==> src/rtl/uart_tx_if.sv <==
// Byte/strobe handshake between user logic and the UART transmitter.
// The master side is the user logic; the slave side is uart_tx itself.
interface uart_tx_if;
  logic       i_enable;
  logic [7:0] i_txdata;
  logic       i_send;
  logic       o_dout;
  logic       o_busy;
  logic       o_done;

  modport master (
    output i_enable, i_txdata, i_send,
    input  o_dout, o_busy, o_done
  );

  modport slave (
    input  i_enable, i_txdata, i_send,
    output o_dout, o_busy, o_done
  );
endinterface

==> src/rtl/uart_tx.sv <==
// 8N1 UART transmitter, LSB first, line idles high, every bit TICKS_PER_BIT clocks.
// Define UART_TX_PARITY_EN to insert an even-parity bit between the data bits and stop.
module uart_tx #(
  parameter int TICKS_PER_BIT      = 32,
  parameter int TICKS_PER_BIT_SIZE = 6
) (
  input  logic     i_clk,
  input  logic     i_rst,
  uart_tx_if.slave bus
);

  localparam logic [TICKS_PER_BIT_SIZE-1:0] TICK_LAST =
    TICKS_PER_BIT_SIZE'(TICKS_PER_BIT - 1);

`ifdef UART_TX_PARITY_EN
  typedef enum logic [5:0] {
    S_IDLE   = 6'b000001,
    S_START  = 6'b000010,
    S_DATA   = 6'b000100,
    S_PARITY = 6'b001000,
    S_STOP   = 6'b010000,
    S_DONE   = 6'b100000
  } state_t;
`else
  typedef enum logic [4:0] {
    S_IDLE  = 5'b00001,
    S_START = 5'b00010,
    S_DATA  = 5'b00100,
    S_STOP  = 5'b01000,
    S_DONE  = 5'b10000
  } state_t;
`endif

  state_t                        state_q, state_d;
  logic [TICKS_PER_BIT_SIZE-1:0] tick_q, tick_d;
  logic [3:0]                    bit_cnt_q, bit_cnt_d;
  logic [7:0]                    shift_q, shift_d;
  logic                          dout_q, dout_d;
  logic                          busy_q, busy_d;
  logic                          done_q, done_d;
  logic                          tick_last;
`ifdef UART_TX_PARITY_EN
  logic                          parity_q, parity_d;
`endif

  assign tick_last  = (tick_q == TICK_LAST);
  assign bus.o_dout = dout_q;
  assign bus.o_busy = busy_q;
  assign bus.o_done = done_q;

  // Outputs are computed for the *next* state so the pin changes on the same edge as the state.
  always_comb begin
    state_d   = state_q;
    tick_d    = tick_q;
    bit_cnt_d = bit_cnt_q;
    shift_d   = shift_q;
    dout_d    = dout_q;
    busy_d    = busy_q;
    done_d    = 1'b0;
`ifdef UART_TX_PARITY_EN
    parity_d  = parity_q;
`endif
    case (state_q)
      S_IDLE: begin
        dout_d = 1'b1;
        busy_d = 1'b0;
        if (bus.i_enable && bus.i_send) begin
          shift_d   = bus.i_txdata;
          tick_d    = '0;
          bit_cnt_d = '0;
          dout_d    = 1'b0;
          busy_d    = 1'b1;
          state_d   = S_START;
`ifdef UART_TX_PARITY_EN
          parity_d  = ^bus.i_txdata;
`endif
        end
      end
      S_START: begin
        if (tick_last) begin
          tick_d  = '0;
          dout_d  = shift_q[0];
          state_d = S_DATA;
        end else begin
          tick_d = tick_q + 1'b1;
        end
      end
      S_DATA: begin
        if (tick_last) begin
          tick_d    = '0;
          shift_d   = {1'b0, shift_q[7:1]};
          bit_cnt_d = bit_cnt_q + 4'd1;
          if (bit_cnt_q == 4'd7) begin
`ifdef UART_TX_PARITY_EN
            dout_d  = parity_q;
            state_d = S_PARITY;
`else
            dout_d  = 1'b1;
            state_d = S_STOP;
`endif
          end else begin
            dout_d = shift_q[1];
          end
        end else begin
          tick_d = tick_q + 1'b1;
        end
      end
`ifdef UART_TX_PARITY_EN
      S_PARITY: begin
        if (tick_last) begin
          tick_d  = '0;
          dout_d  = 1'b1;
          state_d = S_STOP;
        end else begin
          tick_d = tick_q + 1'b1;
        end
      end
`endif
      S_STOP: begin
        if (tick_last) begin
          tick_d  = '0;
          dout_d  = 1'b1;
          done_d  = 1'b1;
          state_d = S_DONE;
        end else begin
          tick_d = tick_q + 1'b1;
        end
      end
      S_DONE: begin
        dout_d  = 1'b1;
        busy_d  = 1'b0;
        state_d = S_IDLE;
      end
      default: begin
        tick_d    = '0;
        bit_cnt_d = '0;
        dout_d    = 1'b1;
        busy_d    = 1'b0;
        state_d   = S_IDLE;
      end
    endcase
  end

  always_ff @(posedge i_clk or posedge i_rst) begin
    if (i_rst) begin
      state_q   <= S_IDLE;
      tick_q    <= '0;
      bit_cnt_q <= '0;
      shift_q   <= '0;
      dout_q    <= 1'b1;
      busy_q    <= 1'b0;
      done_q    <= 1'b0;
`ifdef UART_TX_PARITY_EN
      parity_q  <= 1'b0;
`endif
    end else begin
      state_q   <= state_d;
      tick_q    <= tick_d;
      bit_cnt_q <= bit_cnt_d;
      shift_q   <= shift_d;
      dout_q    <= dout_d;
      busy_q    <= busy_d;
      done_q    <= done_d;
`ifdef UART_TX_PARITY_EN
      parity_q  <= parity_d;
`endif
    end
  end

endmodule

==> src/flat_wrapper.sv <==
// flat-port wrapper written by rule: the top's interface ports become plain ports
module uart_tx_flat 
#(
  parameter int TICKS_PER_BIT      = 32,
  parameter int TICKS_PER_BIT_SIZE = 6
)
  (i_clk, i_rst, bus_i_enable, bus_i_txdata, bus_i_send, bus_o_dout, bus_o_busy, bus_o_done);
  uart_tx_if bus_i ();
  input  logic i_clk;
  input  logic i_rst;
  input wire logic [$bits(bus_i.i_enable)-1:0] bus_i_enable;
  input wire logic [$bits(bus_i.i_txdata)-1:0] bus_i_txdata;
  input wire logic [$bits(bus_i.i_send)-1:0] bus_i_send;
  output wire logic [$bits(bus_i.o_dout)-1:0] bus_o_dout;
  output wire logic [$bits(bus_i.o_busy)-1:0] bus_o_busy;
  output wire logic [$bits(bus_i.o_done)-1:0] bus_o_done;
  assign bus_i.i_enable = bus_i_enable;
  assign bus_i.i_txdata = bus_i_txdata;
  assign bus_i.i_send = bus_i_send;
  assign bus_o_dout = bus_i.o_dout;
  assign bus_o_busy = bus_i.o_busy;
  assign bus_o_done = bus_i.o_done;
  uart_tx #(.TICKS_PER_BIT(TICKS_PER_BIT), .TICKS_PER_BIT_SIZE(TICKS_PER_BIT_SIZE)) u_core (.i_clk(i_clk), .i_rst(i_rst), .bus(bus_i));
endmodule
==> config.mk <==
export PLATFORM = sky130hd
export DESIGN_NAME = uart_tx_flat
export DESIGN_NICKNAME = d
export VERILOG_FILES = /design/src/rtl/uart_tx_if.sv /design/src/rtl/uart_tx.sv /design/src/flat_wrapper.sv
export SDC_FILE = /design/constraint.sdc
export NUM_CORES = 1
export LEC_CHECK = 0
export CORE_MARGIN = 8
export CORE_UTILIZATION = 50
export DETAILED_ROUTE_END_ITERATION = 10
export PLACE_DENSITY = 0.69
export SYNTH_ARGS = -nofsm -noshare
export SYNTH_HDL_FRONTEND = slang
export SYNTH_SLANG_ARGS = --single-unit
==> constraint.sdc <==
create_clock -name i_clk -period 2.2 [get_ports i_clk]
set_input_delay 0.44 -clock i_clk [delete_from_list [all_inputs] [get_ports i_clk]]
set_output_delay 0.44 -clock i_clk [all_outputs]
set_load 0.005 [all_outputs]
==> impl_metrics.toml <==
[drt]
drc = 0
wirelength_um = 3250
vias = 1197
detail-route-antenna-nets = 0
drtIter0Drc = 98
viasPerCell = 6.02
wl_per_cell_um = 16.3
drt_first_pass_iters = 5

[timing]
setup_viol = 0
skew_ps = 7.89
min_period_ps = 1970
worst_pin_slew_ps = 602
fin_crit_sh_pct = 89.8
report.final.slew_viol_count = 0
max_freq_mhz = 506
slew_headroom_pct = 59.6
setup_tns_ps = 0
hold_viol = 0
rsz0062_at_grt = "no"

[logic_synthesis]
synth_cell_types = 40
syn_avg_cell_area_um2 = 10.4
yosys_warnings = 0
synth_edf_count = 0
syn_area_um2 = 1530
yosysSeqAreaShare_pct = 42.6
ys.flop_type = "dfrtp_1"
synthCells = 148
synth-seq-cells = 26
synthArstFlopShare_pct = 100
synth_nets = 162

[run]
drv_cap = 0

[global_route]
antenna_found_initial = 0
grt.total_usage_pct = 13.3
grt_max_degree = 27
grt_pass1_vias = 1175
grt_pass1_wl_um = 5550
overflow = 0

[clock_tree]
post_cts_buffers = 0
ctsLongestPathBuffers = 2
cts_sinks = 26
clkLatencyLatePin_ps = 330
h-tree-depth = 1
cts_resized = 0
path_clk_slew_ps = 150
cts_tree = "yes"
cts_made_buffers = 3
ctsHoldBuffers = 0
clock-root-buffer = "clkbuf_4"

[floorplan]
ioPinCount = 15
chipHeight_um = 71.4
die_w_um = 71.4
coreArea_um2 = 2980
initial_core_util_pct = 51.5
fp.dieArea_um2 = 5090
rows = 20

[finish]
fin_nets = 181
mostFrequentLayoutCells = "24 x dfrtp_1, 18 x nand3_1, 14 x clkdlybuf4s50_1"
diodes = 0
layout_commonest_cell = "dfrtp_1"
area_growth_pct = 15.4
drive_gt1_share_pct = 20.5

[worst_hold_path]
hold_class = "in2async"

[critical_path]
end_kind = "flip-flop"
crit_path_start = "u_core.state_q[2]"
worstReg2RegStart = "u_core.state_q[2]"
slowest_delay_ps = 570
start_kind = "flip-flop"
crit_arrival_ps = 2210
path_max_fanout = 13
r2r_end = "u_core.bit_cnt_q[0]"
cp_slowest_cell = "dfrtp_1"
reg2regPathDepth = 4
crit_chain = "nor2_1 -> nand4_1 -> nand3_1 -> mux2_2"
critical_path_required_ps = 2430
critPathKind = "reg2reg"
worst-r2r-setup-slack_ps = 230

[pwr]
power.leakage_nw = 0.792
powerDensity_nw_per_um2 = 1170
power_mw = 2.07
ir_drop_v = 0.000865

[placement]
dpl.hpwl_um = 2370
portBuffers = 14
place_congestion = 0.810

[status]
status = "completed"
[final cells by class]
type,instances,area [um^2]
timing repair buffer,21,193
sequential,26,653
fill,259,1210
tap,33,41.3
inverter,5,18.8
multi-input combinational,110,811
clock buffer,3,22.5
clock inverter,1,30.0
[report_power, final]
part / switching (mW) / internal [mW]
Combinational: 0.467 / 0.499
Clock: 0.153 / 0.185
Sequential: 0.136 / 0.627
[cell usage after synthesis (2+ instances only)]
cell type	number	area [um^2]
o21ai_0	6	30.0
buf_2	4	20.0
mux2i_1	4	40.0
nand2_1	8	30.0
mux2_4	7	105
a21bo_2	2	20.0
nor2_1	10	37.5
inv_1	5	18.8
a31oi_1	4	25.0
o22ai_1	2	12.5
buf_6	2	22.5
nand3_1	18	90.1
a21oi_1	2	10.0
nand2b_1	2	12.5
dfrtp_1	24	601
dfstp_2	2	52.6
nand4_1	5	31.3
mux2_2	8	90.1
or3_1	2	12.5
xor2_1	3	26.3
ha_1	2	25.0
o211ai_1	6	45.0
nor3_1	3	15.0
[critical path, delay by kind of cell (launching register included)]
| family | cells | cell delay (ps) |
|---|---|---|
| flops | 1 | 570 |
| mux | 1 | 350 |
| simple gates | 3 | 940 |
[state kept, by name, summed over array words and instances, names as in the netlist]
signal and flops:
u_core.bus.o_dout 1, u_core.tick_q 6, u_core.bus.o_done 1, u_core.bit_cnt_q 4, u_core.shift_q 8, u_core.bus.o_busy 1, u_core.state_q 5
[per-layer routing]
| metal | up-vias | wire (um) | track usage [%] |
|---|---|---|---|
| li1 | 585 | - | - |
| met1 | 580 | 1440 | 17.0 |
| met2 | 28 | 1630 | 21.6 |
| met3 | 4 | 146 | 3.35 |
| met4 | 0 | 31 | 3.46 |
| met5 | - | 0 | 0 |
[stage by stage]
step	utilization [%]	cell area, um^2	hold slack [ps]	instances	setup WS, ps
finish	59.4	1770	430	199	225
detailed placement	57.6	1720	477	195	126
CTS	59.4	1770	443	199	222
floorplan	-	1530	457	148	380
global placement	57.6	1720	466	195	177
global route	59.4	1770	462	199	101
[worst max-delay path by stage]
| stage | to | cells after the start | slack (ps) |
|---|---|---|---|
| 6_report | u_core.bit_cnt_q[0] | 4 | 230 |
| 5_1_grt | u_core.state_q[2] | 4 | 100 |
| 4_1_cts | u_core.shift_q[3] | 4 | 220 |
| 3_5_place_dp | u_core.shift_q[3] | 5 | 130 |
| 3_3_place_gp | u_core.shift_q[4] | 5 | 180 |
| 2_1_floorplan | u_core.shift_q[2] | 6 | 380 |
[cell families (layout without fill, tap and decap cells)]
kind of cell	Yosys count	count (layout)	share of synthesized area [%]
adders and majority gates	2	2	1.63
and+or+nand+nor	56	56	19.6
muxes	19	19	15.3
AOI/OAI and AO/OA	30	30	14.6
DFF	26	26	42.6
buffers and inverters	12	30	4.49
xor gates and xnor gates	3	3	1.71
No activity file was read; power rests on OpenSTA's default activity.
